<file path="src/rtl/four_bit_adder.sv">
// Registered 4-bit ripple-carry adder with carry-in, carry-out and signed overflow.
// Each valid input beat produces one result exactly one cycle later.
module four_bit_adder (
    input  logic       clk,
    input  logic       rst_n,
    input  logic [3:0] a,
    input  logic [3:0] b,
    input  logic       cin,
    input  logic       in_valid,
    output logic [3:0] s,
    output logic       cout,
    output logic       ovf,
    output logic       out_valid
);

    logic [4:0] carry;
    logic [3:0] sum_d;
    logic [3:0] s_q;
    logic       cout_q;
    logic       ovf_q;
    logic       out_valid_q;

    assign carry[0] = cin;

    // One full adder per bit; the carry ripples from bit 0 upward.
    generate
        for (genvar gi = 0; gi < 4; gi++) begin : g_fa
            logic prop;
            assign prop          = a[gi] ^ b[gi];
            assign sum_d[gi]     = prop ^ carry[gi];
            assign carry[gi + 1] = (a[gi] & b[gi]) | (carry[gi] & prop);
        end
    endgenerate

    always_ff @(posedge clk) begin
        if (!rst_n) begin
            s_q         <= 4'd0;
            cout_q      <= 1'b0;
            ovf_q       <= 1'b0;
            out_valid_q <= 1'b0;
        end else begin
            out_valid_q <= in_valid;
            if (in_valid) begin
                s_q    <= sum_d;
                cout_q <= carry[4];
                // Signed overflow: carry into the sign bit differs from carry out of it.
                ovf_q  <= carry[3] ^ carry[4];
            end
        end
    end

    assign s         = s_q;
    assign cout      = cout_q;
    assign ovf       = ovf_q;
    assign out_valid = out_valid_q;

endmodule

</file>
<file path="config.mk">
export PLATFORM = sky130hd
export DESIGN_NAME = four_bit_adder
export DESIGN_NICKNAME = d
export VERILOG_FILES = /design/src/rtl/four_bit_adder.sv
export SDC_FILE = /design/constraint.sdc
export NUM_CORES = 1
export LEC_CHECK = 0
export CORE_AREA = 4 4 41 43
export DETAILED_ROUTE_END_ITERATION = 10
export DIE_AREA = 0 0 45 47
export DONT_BUFFER_PORTS = 1
export PLACE_DENSITY = 0.39
export SYNTH_ARGS = -nofsm -noshare
export SYNTH_HDL_FRONTEND = slang
export SYNTH_SLANG_ARGS = --single-unit
</file>
<file path="constraint.sdc">
create_clock -name clk -period 2.2 [get_ports clk]
set_input_delay 0.22 -clock clk [delete_from_list [all_inputs] [get_ports clk]]
set_output_delay 0.22 -clock clk [all_outputs]
set_load 0.1 [all_outputs]
</file>
-- Word level (Yosys, flattened, before mapping)
Cells that the tools add are included.
- memories: 0
- output and inout port bits: 7
- RAM bits: 0
- logic and storage cells: 25
- register bits: 7
- bits of input ports: 12
- ROM bits: 0
- latch bits: 0
- bitwise gates (word level): 21
- reductions and logical operators: 0
- muxes and demuxes: 0
- multipliers: 0
- shifts and indexed selects: 0
- equal/unequal tests: 0
- add/subtract/negate cells: 0
- div/mod/pow operators: 0
- order comparisons: 0
- operators with widths (operator ; number):
    $xor A1 B1 Y1 ; 9
    $and A1 B1 Y1 ; 8
    $or A1 B1 Y1 ; 4

-- Logic depth before layout (Yosys ltp)
Gate-level depths: netlist (run 1).
- word-level depth: 10
- depth in mapped cells: 9
- depth with buffers taken out: 9

-- Least setup slack after synthesis (run 1)
Ideal clock, no wire load.
- kind: input-to-reg
- start: input a[0]
- end: register s_q[3], in the netlist s[3]
- arrival: 1.913 ns
- required time: 2.139 ns
- path buffers: 0
- slack: 0.226 ns
- setup time: 0.061 ns
- stages on the path: 9
- cell sequence: fa_1 > inv_1 > fa_1 > inv_1 > fa_1 > inv_1 > fa_1 > nand2_1 > o211a_1
- longest elaborated chain between the ends: 8
- elaborated cells on any way between the ends: 9
- classes of those cells: 9 x bitwise
- ends and longest elaborated chain (element ; line ; text):
    from (decl) ; 6 ; input logic [3:0] a,
    $xor A1 B1 Y1 ; 29 ; assign prop = a[gi] ^ b[gi];
    $and A1 B1 Y1 ; 31 ; assign carry[gi + 1] = (a[gi] & b[gi]) | (carry[gi] & prop);
    $or A1 B1 Y1 (*) ; 31 ;
    $and A1 B1 Y1 (*) ; 31 ;
    $or A1 B1 Y1 (*) ; 31 ;
    $and A1 B1 Y1 (*) ; 31 ;
    $or A1 B1 Y1 (*) ; 31 ;
    $xor A1 B1 Y1 (*) ; 30 ; assign sum_d[gi] = prop ^ carry[gi];
    to (signal assigned) ; 44 ; s_q <= sum_d;
    to (decl) ; 18 ; logic [3:0] s_q;
Every way passes the cells marked *; elsewhere a longest branch is shown, timed or not.
A chain may end at the register's enable or synchronous reset.

-- Worst setup path after layout (run 1)
Ends and elaborated chain as after synthesis.

==> results of run 1 <==
where the power goes:
group	total (mW)	switching [mW]	internal, mW
Combinational	0.144	0.107	0.0367
Clock	0.111	0.0424	0.0689
Sequential	0.143	0.00408	0.139
final cells by class:
type / count / area share (%)
Multi-Input combinational cell: 18 / 41.39
Clock buffer: 4 / 5.833
Inverter: 7 / 5.833
Sequential cell: 7 / 31.11
Timing Repair Buffer: 7 / 11.67
Tap cell: 15 / 4.167
state kept, by name, indices dropped and copies added, names as in the netlist:
| signal | count |
|---|---|
| s | 4 |
| cout | 1 |
| out_valid | 1 |
| ovf | 1 |
how the worst max path moves through the flow:
stage / start / end
2_1_floorplan: a[0] / s[3]$_SDFFE_PN0P_
3_3_place_gp: a[0] / s[3]$_SDFFE_PN0P_
3_5_place_dp: a[0] / s[3]$_SDFFE_PN0P_
4_1_cts: a[0] / s[3]$_SDFFE_PN0P_
5_1_grt: a[0] / s[3]$_SDFFE_PN0P_
6_report: a[0] / s[3]$_SDFFE_PN0P_
cell usage in the layout, fill, tap and decap left out:
cell,instances
sky130_fd_sc_hd__xnor2_1,1
sky130_fd_sc_hd__o211a_1,3
sky130_fd_sc_hd__nor2b_1,3
sky130_fd_sc_hd__a22o_1,1
sky130_fd_sc_hd__fa_1,4
sky130_fd_sc_hd__and2_4,1
sky130_fd_sc_hd__buf_4,7
sky130_fd_sc_hd__clkbuf_1,1
sky130_fd_sc_hd__nand2_1,3
sky130_fd_sc_hd__mux2i_1,2
sky130_fd_sc_hd__clkbuf_4,3
sky130_fd_sc_hd__inv_1,7
sky130_fd_sc_hd__dfxtp_1,7
logic make-up after synthesis:
group / Yosys count
adders and majority gates: 4
muxes: 2
and+or+nand+nor: 7
xor gates and xnor gates: 1
DFF: 7
buffers and inverters: 8
AOI/OAI and AO/OA: 4
layer usage:
| metal | global-route usage, % | up-vias | share of wire [%] |
|---|---|---|---|
| met5 | 0 | - | 0 |
| met1 | 9.790 | 104 | 42 |
| met2 | 10.73 | 15 | 44 |
| met4 | 1.754 | 0 | 0 |
| met3 | 6.897 | 0 | 14 |
| li1 | - | 120 | - |
per-stage QoR:
| stage | power, mW | setup slack, ns | util (%) |
|---|---|---|---|
| 5_1_grt | 0.4237 | 0.3359 | 34.62 |
| 6_report | 0.3978 | 0.3966 | 34.62 |
| 2_1_floorplan | 0.2687 | 0.2260 | - |
| 3_3_place_gp | 0.2885 | 0.1661 | 32.60 |
| 3_5_place_dp | 0.2906 | 0.1257 | 32.60 |
| 4_1_cts | 0.4068 | 0.3834 | 34.62 |
==> PnR_summary.wiki, run 1 <==
{| class="wikitable"
! Metric !! Value
|-
| Run status || completed
|-
| Tmin final || 1.803 ns
|-
| DR pass1 iterations || 2
|-
| Number of enable-type register cells in the synthesized netlist || 0
|-
| Sequential element share of the synthesized area || 38.49%
|-
| Count of boundary I/O pins || 19
|-
| Synth Area in Simple Gates || about a tenth
|-
| Chip height || ~47 µm
|-
| Post-synth top cells || sky130_fd_sc_hd__dfxtp_1, sky130_fd_sc_hd__inv_1, sky130_fd_sc_hd__fa_1
|-
| Combinational family with the most area after synthesis || adder cells
|-
| Multiplexer area fraction after synthesis || roughly 5.5%
|-
| Number of buffers on the longest clock path || 2
|-
| Final worst path period share || 81.97%
|-
| Number of global-route vias before repair || between 200 and 300
|-
| Global-route wire length before repair || about 1.1 mm
|-
| Iteration-0 DRC Markers || 3
|-
| Average size of a mapped cell || 11.03 µm²
|-
| Min-Delay Endpoint || s[2]$_SDFFE_PN0P_
|-
| Area of the core || between 1000 and 1500 µm²
|-
| Slowest cell on the critical path || sky130_fd_sc_hd__fa_1
|-
| Area share of the largest cell type after synthesis || 38.49%
|-
| Initial cell density of the core || between 20% and 30%
|-
| Leading post-synthesis cells by cell area || sky130_fd_sc_hd__dfxtp_1, sky130_fd_sc_hd__fa_1, sky130_fd_sc_hd__o211a_1
|-
| Number of cells on the critical path || 9
|-
| Net count after synthesis || a little under 50
|-
| Summed instance area of the synthesized netlist || roughly 360 µm²
|-
| Worst-case vdd ir drop || 0.0005009 V
|-
| Largest delay share family, worst path || adder cells
|-
| Weighted congestion reported at the end of routability-driven placement || roughly 0.6
|-
| Cell seen most often among critical-path stages || sky130_fd_sc_hd__fa_1
|-
| Number of clock sinks seen by CTS || 7
|-
| Std cell rows || 13
|-
| Async set or reset register ratio after synthesis || 0%
|-
| Chip Width || roughly 45 µm
|-
| Buffers plus inverters on the worst setup path || 3
|-
| Clock Latency Late Sink || around 0.24 ns
|-
| Post-cts repair resize count || 0
|-
| Worst hold slack || between 0.1 and 0.15 ns
|-
| CTS Root Buffer Type || sky130_fd_sc_hd__clkbuf_4
|-
| Die outline area || 2115 µm²
|-
| CTS buffer count || 3
|-
| Measured slew at the worst slew-check pin || between 0.2 and 0.3 ns
|-
| Final cell area excluding filler cells || between 400 and 500 µm²
|-
| Reg area || between 100 and 150 µm²
|-
| Share of post-route cells with drive strength above 1 || 25.58%
|-
| Min-delay worst type || input port to register
|-
| Final hold viol count || 0
|-
| Routed via count || around 240
|-
| Area growth from synthesis to layout || 23.71%
|-
| Worst r2r dst || ovf$_SDFFE_PN0P_
|-
| Static Leak || roughly 0.24 nW
|-
| Global route overflow || 0
|-
| Non-Filler Instances || just under 60
|-
| Path type of the worst setup path || input port to register
|-
| Detailed-route vias per instance || 4.121
|-
| Number of buffers added on ports || 0
|-
| Synth warn || 0
|-
| Final setup fails || 0
|-
| Total negative slack for setup checks || 0 ns
|-
| Ys flop type || sky130_fd_sc_hd__dfxtp_1
|-
| Area used by multi-input combinational logic || 186.4 µm²
|-
| Area fraction in compound gates after synthesis || 10.65%
|-
| All-layer global routing usage || 8.048%
|-
| Required time of the critical path || 2.39 ns
|-
| Logic depth of the worst register-to-register path || 3
|-
| Post-synthesis adder-cell area fraction || between 20 and 25%
|-
| Final worst clock skew || 0 ns
|-
| Count of cells along the worst hold path || 1
|-
| Count of maximum capacitance violations || 0
|-
| Reg2reg setup slack || 1.20 ns
|-
| Worst slew margin relative to its limit || between 80% and 90%
|-
| Final wirelength || 650 µm
|-
| Register clock-pin slew on the reported worst setup and hold paths || around 0.050 ns
|-
| Gate count after technology mapping || 33
|-
| Largest net degree at the start of global routing || 11
|-
| Number of library cell types mapped by synthesis || 11
|-
| Fill cell total of the finished layout || 145
|-
| FMAX || 0.5545 GHz
|-
| Count of state elements after synthesis || 7
|-
| CTS H-Tree Depth || 1
|-
| Largest area contributor in the synthesized netlist || sky130_fd_sc_hd__dfxtp_1
|-
| Fraction of synthesized cell area in xor and xnor cells || 2.405%
|-
| TritonCTS clock tree || done
|-
| Residual DRC || 0
|-
| RSZ-0062 raised after global routing || false
|-
| Critical register-to-register path startpoint || ovf$_SDFFE_PN0P_
|-
| Power per Cell Area || just under 900 nW/µm²
|-
| Hold-fix buffers at CTS || 0
|-
| Number of antenna diodes || 0
|-
| Final layout net count || 60
|-
| Final ANT Viol Nets || 0
|-
| Critical path arrival || 1.99 ns
|-
| Highest cell delay on the worst timing path || around 0.40 ns
|-
| Final max-slew violation count || 0
|-
| Crit path max fanout || 2
|-
| Setup fix buffers added after clock tree synthesis || 0
|-
| Number of placed instances, taps included || between 50 and 60
|-
| Total cell area at the placement stage || roughly 420 µm²
|-
| Crit end category || register
|-
| Number of antenna violations at the first check in global routing || 0
|-
| Ordered list of cells on the worst path || fa_1, inv_1, fa_1, inv_1, fa_1, inv_1, fa_1, nand2_1, o211a_1
|-
| Startpoint type of the worst setup path || input port
|-
| Post-detailed-route wirelength per cell || between 10 and 15 µm
|-
| Startpoint of the worst hold path || rst_n
|}
No activity file was read; power rests on OpenSTA's default activity.
==> inputs of run 2 (changes only) <==
Settings changed: PLACE_DENSITY 0.39 to 0.4.
Clock period 2.2 ns to 1.56 ns, I/O delays scaled along.
==> run 2 against run 1 <==
Compared with the run above:
- the flow now finishes with violations (setup timing)
- global-route usage rose by 0.62 points
- core utilization grew 1.3 points
- first-iteration DRC count is 67% lower
- sequential share of layout area is 1.2 points lower
- combinational power is 47% higher
- clock power is 46% higher
- via count grew 9.2%
- worst setup slack got worse by 0.48 ns
- sequential cell count unchanged
- wire length increased by 11%
- clock-buffer cell count did not move
- total power increased by 45%
- largest power group unchanged
==> PnR_summary.wiki, run 2 (synthesized netlist as in run 1, its figures left out) <==
{| class="wikitable"
! Metric !! Value
|-
| Final hold viol count || 0 (unchanged)
|-
| Crit path max fanout || 2 (unchanged)
|-
| Most frequent standard cell in the layout excluding fill and tap cells || sky130_fd_sc_hd__buf_4
|-
| Die outline area || 2115 µm² (unchanged)
|-
| Weighted congestion reported at the end of routability-driven placement || 0.6133 (-0.44%)
|-
| Largest net degree at the start of global routing || 11 (unchanged)
|-
| Total negative slack for setup checks || -0.08347 ns (-0.08347 ns)
|-
| Switching share of total power || 38.90% (+0.34 points)
|-
| Number of clock sinks seen by CTS || 7 (unchanged)
|-
| Crit path setup slack, layout || -0.08347 ns (-0.4801 ns)
|-
| CTS Root Buffer Type || sky130_fd_sc_hd__clkbuf_4
|-
| Routed via count || 261 (+9.2%)
|-
| Iteration-0 DRC Markers || 1 (-2)
|-
| RSZ-0062 raised after global routing || true
|-
| Total cell area at the placement stage || 441.7 µm² (+4.1%)
|-
| Number of buffers on the longest clock path || 2 (unchanged)
|-
| Chip height || 47 µm (unchanged)
|-
| Number of antenna diodes || 0 (unchanged)
|-
| Number of antenna violations at the first check in global routing || 0 (unchanged)
|-
| Final layout net count || 61 (+1.7%)
|-
| Post-Place Worst Slack || -0.3566 ns (-0.4823 ns)
|-
| Final ANT Viol Nets || 0 (unchanged)
|-
| Clock Latency Late Sink || 0.24 ns (about the same)
|-
| Detailed-route vias per instance || 4.424 (+7.4%)
|-
| Chip Width || 45 µm (unchanged)
|-
| Register clock-pin slew on the reported worst setup and hold paths || 0.05 ns (about the same)
|-
| Area of the core || 1301 µm² (unchanged)
|-
| Power per Cell Area || 1229 nW/µm² (+39%)
|-
| Area growth from synthesis to layout || 28.52%
|-
| Number of buffers added on ports || 0 (unchanged)
|-
| Highest-count cells in the layout ignoring fill and taps || sky130_fd_sc_hd__buf_4, sky130_fd_sc_hd__dfxtp_1, sky130_fd_sc_hd__inv_1, sky130_fd_sc_hd__fa_2
|-
| Global-route wire length before repair || 1.235 mm (+8.5%)
|-
| Count of maximum capacitance violations || 0 (unchanged)
|-
| Final cell area excluding filler cells || 467.9 µm² (+3.9%)
|-
| Final wirelength || 723 µm (+11%)
|-
| Worst-case vdd ir drop || 0.0004870 V (-2.8%)
|-
| Post-cts repair resize count || 0 (unchanged)
|-
| Failing checks || setup timing
|-
| Final max-slew violation count || 0 (unchanged)
|-
| Final setup fails || 1 (+1)
|-
| Worst slew margin relative to its limit || 80.78% (about the same)
|-
| Clk network pwr share || 28.1% (about the same)
|-
| Required time of the critical path || 1.76 ns (-0.63 ns)
|-
| Critical path arrival || 1.84 ns (-0.15 ns)
|-
| Cell-internal power || 0.3514 mW (+44%)
|-
| Residual DRC || 0 (unchanged)
|-
| TritonCTS clock tree || done
|-
| Tmin final || approximately 1.6 ns
|-
| Share of post-route cells with drive strength above 1 || 43.18% (+18 points)
|-
| Measured slew at the worst slew-check pin || 0.2883 ns (-0.0002650 ns)
|-
| Min-delay worst type || input port to register
|-
| Crit end category || register
|-
| DPL Wire Length || approximately 610 µm
|-
| Std cell rows || 13 (unchanged)
|-
| All-layer global routing usage || 8.671% (+0.62 points)
|-
| Final worst path period share || 105.4%
|-
| Portion of total power attributed to combinational logic || 36.8% (+0.7 points)
|-
| Final worst clock skew || 0 ns (unchanged)
|-
| Count of boundary I/O pins || 19 (unchanged)
|-
| CTS H-Tree Depth || 1 (unchanged)
|-
| Sequential Power Share || 35.1% (-0.8 points)
|-
| Initial cell density of the core || 27.98% (unchanged)
|-
| Global route overflow || 0 (unchanged)
|-
| Switching pwr || 0.2237 mW (+46%)
|-
| Path type of the worst setup path || input port to register
|-
| Number of global-route vias before repair || 266 (+0.76%)
|-
| Static Leak || 0.2390 nW (-0.72%)
|-
| Fill cell total of the finished layout || 145 (unchanged)
|-
| DR pass1 iterations || 2 (unchanged)
|-
| Post-detailed-route wirelength per cell || 12.25 µm (+9.3%)
|-
| Max reg flops || 4 (unchanged)
|-
| Startpoint type of the worst setup path || input port
|-
| Run status || finished, violations left
|-
| CTS buffer count || 3 (unchanged)
|-
| FMAX || 0.6085 GHz
|}
==> run 2: cell count changes in the layout (fill, tap and decap cells not counted) <==
| cell | change |
|---|---|
| sky130_fd_sc_hd__inv_2 | +3 |
| sky130_fd_sc_hd__inv_1 | -3 |
| sky130_fd_sc_hd__buf_4 | +1 |
| sky130_fd_sc_hd__fa_2 | +4 |
| sky130_fd_sc_hd__fa_1 | -4 |
==> run 2: worst paths after layout <==
path              slack [ns]                 to               from  depth (start not counted)
setup reg to reg        0.70  s[1]$_SDFFE_PN0P_  s[1]$_SDFFE_PN0P_                          2
setup / recovery       -0.08  s[3]$_SDFFE_PN0P_               a[0]                          9
hold / removal          0.04   ovf$_SDFFE_PN0P_              rst_n                          1
hold reg to reg         0.48  s[3]$_SDFFE_PN0P_  s[3]$_SDFFE_PN0P_                          1
==> run 2: repair_timing <==
item / 4_1_cts / 5_1_grt
endpoints found under the setup margin: 1 / 2
buffers inserted: 0 / 0
hold buffers: 0 / 0
==> run 2: layout make-up <==
| cell class | instances | area, µm² | area share [%] |
|---|---|---|---|
| Inverter | 7 | 26.28 | 5.615 |
| Sequential cell | 7 | 140.1 | 29.95 |
| Clock buffer | 4 | 26.28 | 5.615 |
| Multi-Input combinational cell | 18 | 196.4 | 41.98 |
| Tap cell | 15 | 18.77 | 4.011 |
| Timing Repair Buffer | 8 | 60.06 | 12.83 |
==> run 2: per-layer routing <==
metal / up-vias / routed length, µm / GRT usage (%)
li1: 124 / - / -
met1: 122 / 251 / 8.817
met2: 15 / 357 / 12.15
met3: 0 / 114 / 8.429
met4: 0 / 0 / 3.509
met5: - / 0 / 0
==> run 2: power by group through the flow <==
stage,clock network (mW),logic [mW],registers [mW]
detailed placement,0,0.214,0.206
global placement,0,0.209,0.205
finish,0.162,0.211,0.202
global route,0.184,0.226,0.204
CTS,0.171,0.215,0.202
floorplan,0,0.0595,0.324
==> run 2: worst max-delay path: stages <==
cell and delay (ns):
sky130_fd_sc_hd__fa_2 0.37, sky130_fd_sc_hd__inv_2 0.06, sky130_fd_sc_hd__fa_2 0.19, sky130_fd_sc_hd__inv_2 0.04
sky130_fd_sc_hd__fa_2 0.34, sky130_fd_sc_hd__inv_2 0.07, sky130_fd_sc_hd__fa_2 0.42, sky130_fd_sc_hd__nand2_1 0.07
sky130_fd_sc_hd__o211a_1 0.12
==> run 2: per-stage QoR <==
| step | hold slack [ns] | util [%] | total power, mW | instances |
|---|---|---|---|---|
| 2_1_floorplan | 0.2842 | - | 0.3837 | 33 |
| 3_3_place_gp | 0.2923 | 33.94 | 0.4138 | 55 |
| 3_5_place_dp | 0.2931 | 33.94 | 0.4201 | 55 |
| 4_1_cts | 0.03471 | 35.96 | 0.5878 | 59 |
| 5_1_grt | 0.02373 | 35.96 | 0.6140 | 59 |
| 6_report | 0.04048 | 35.96 | 0.5751 | 59 |
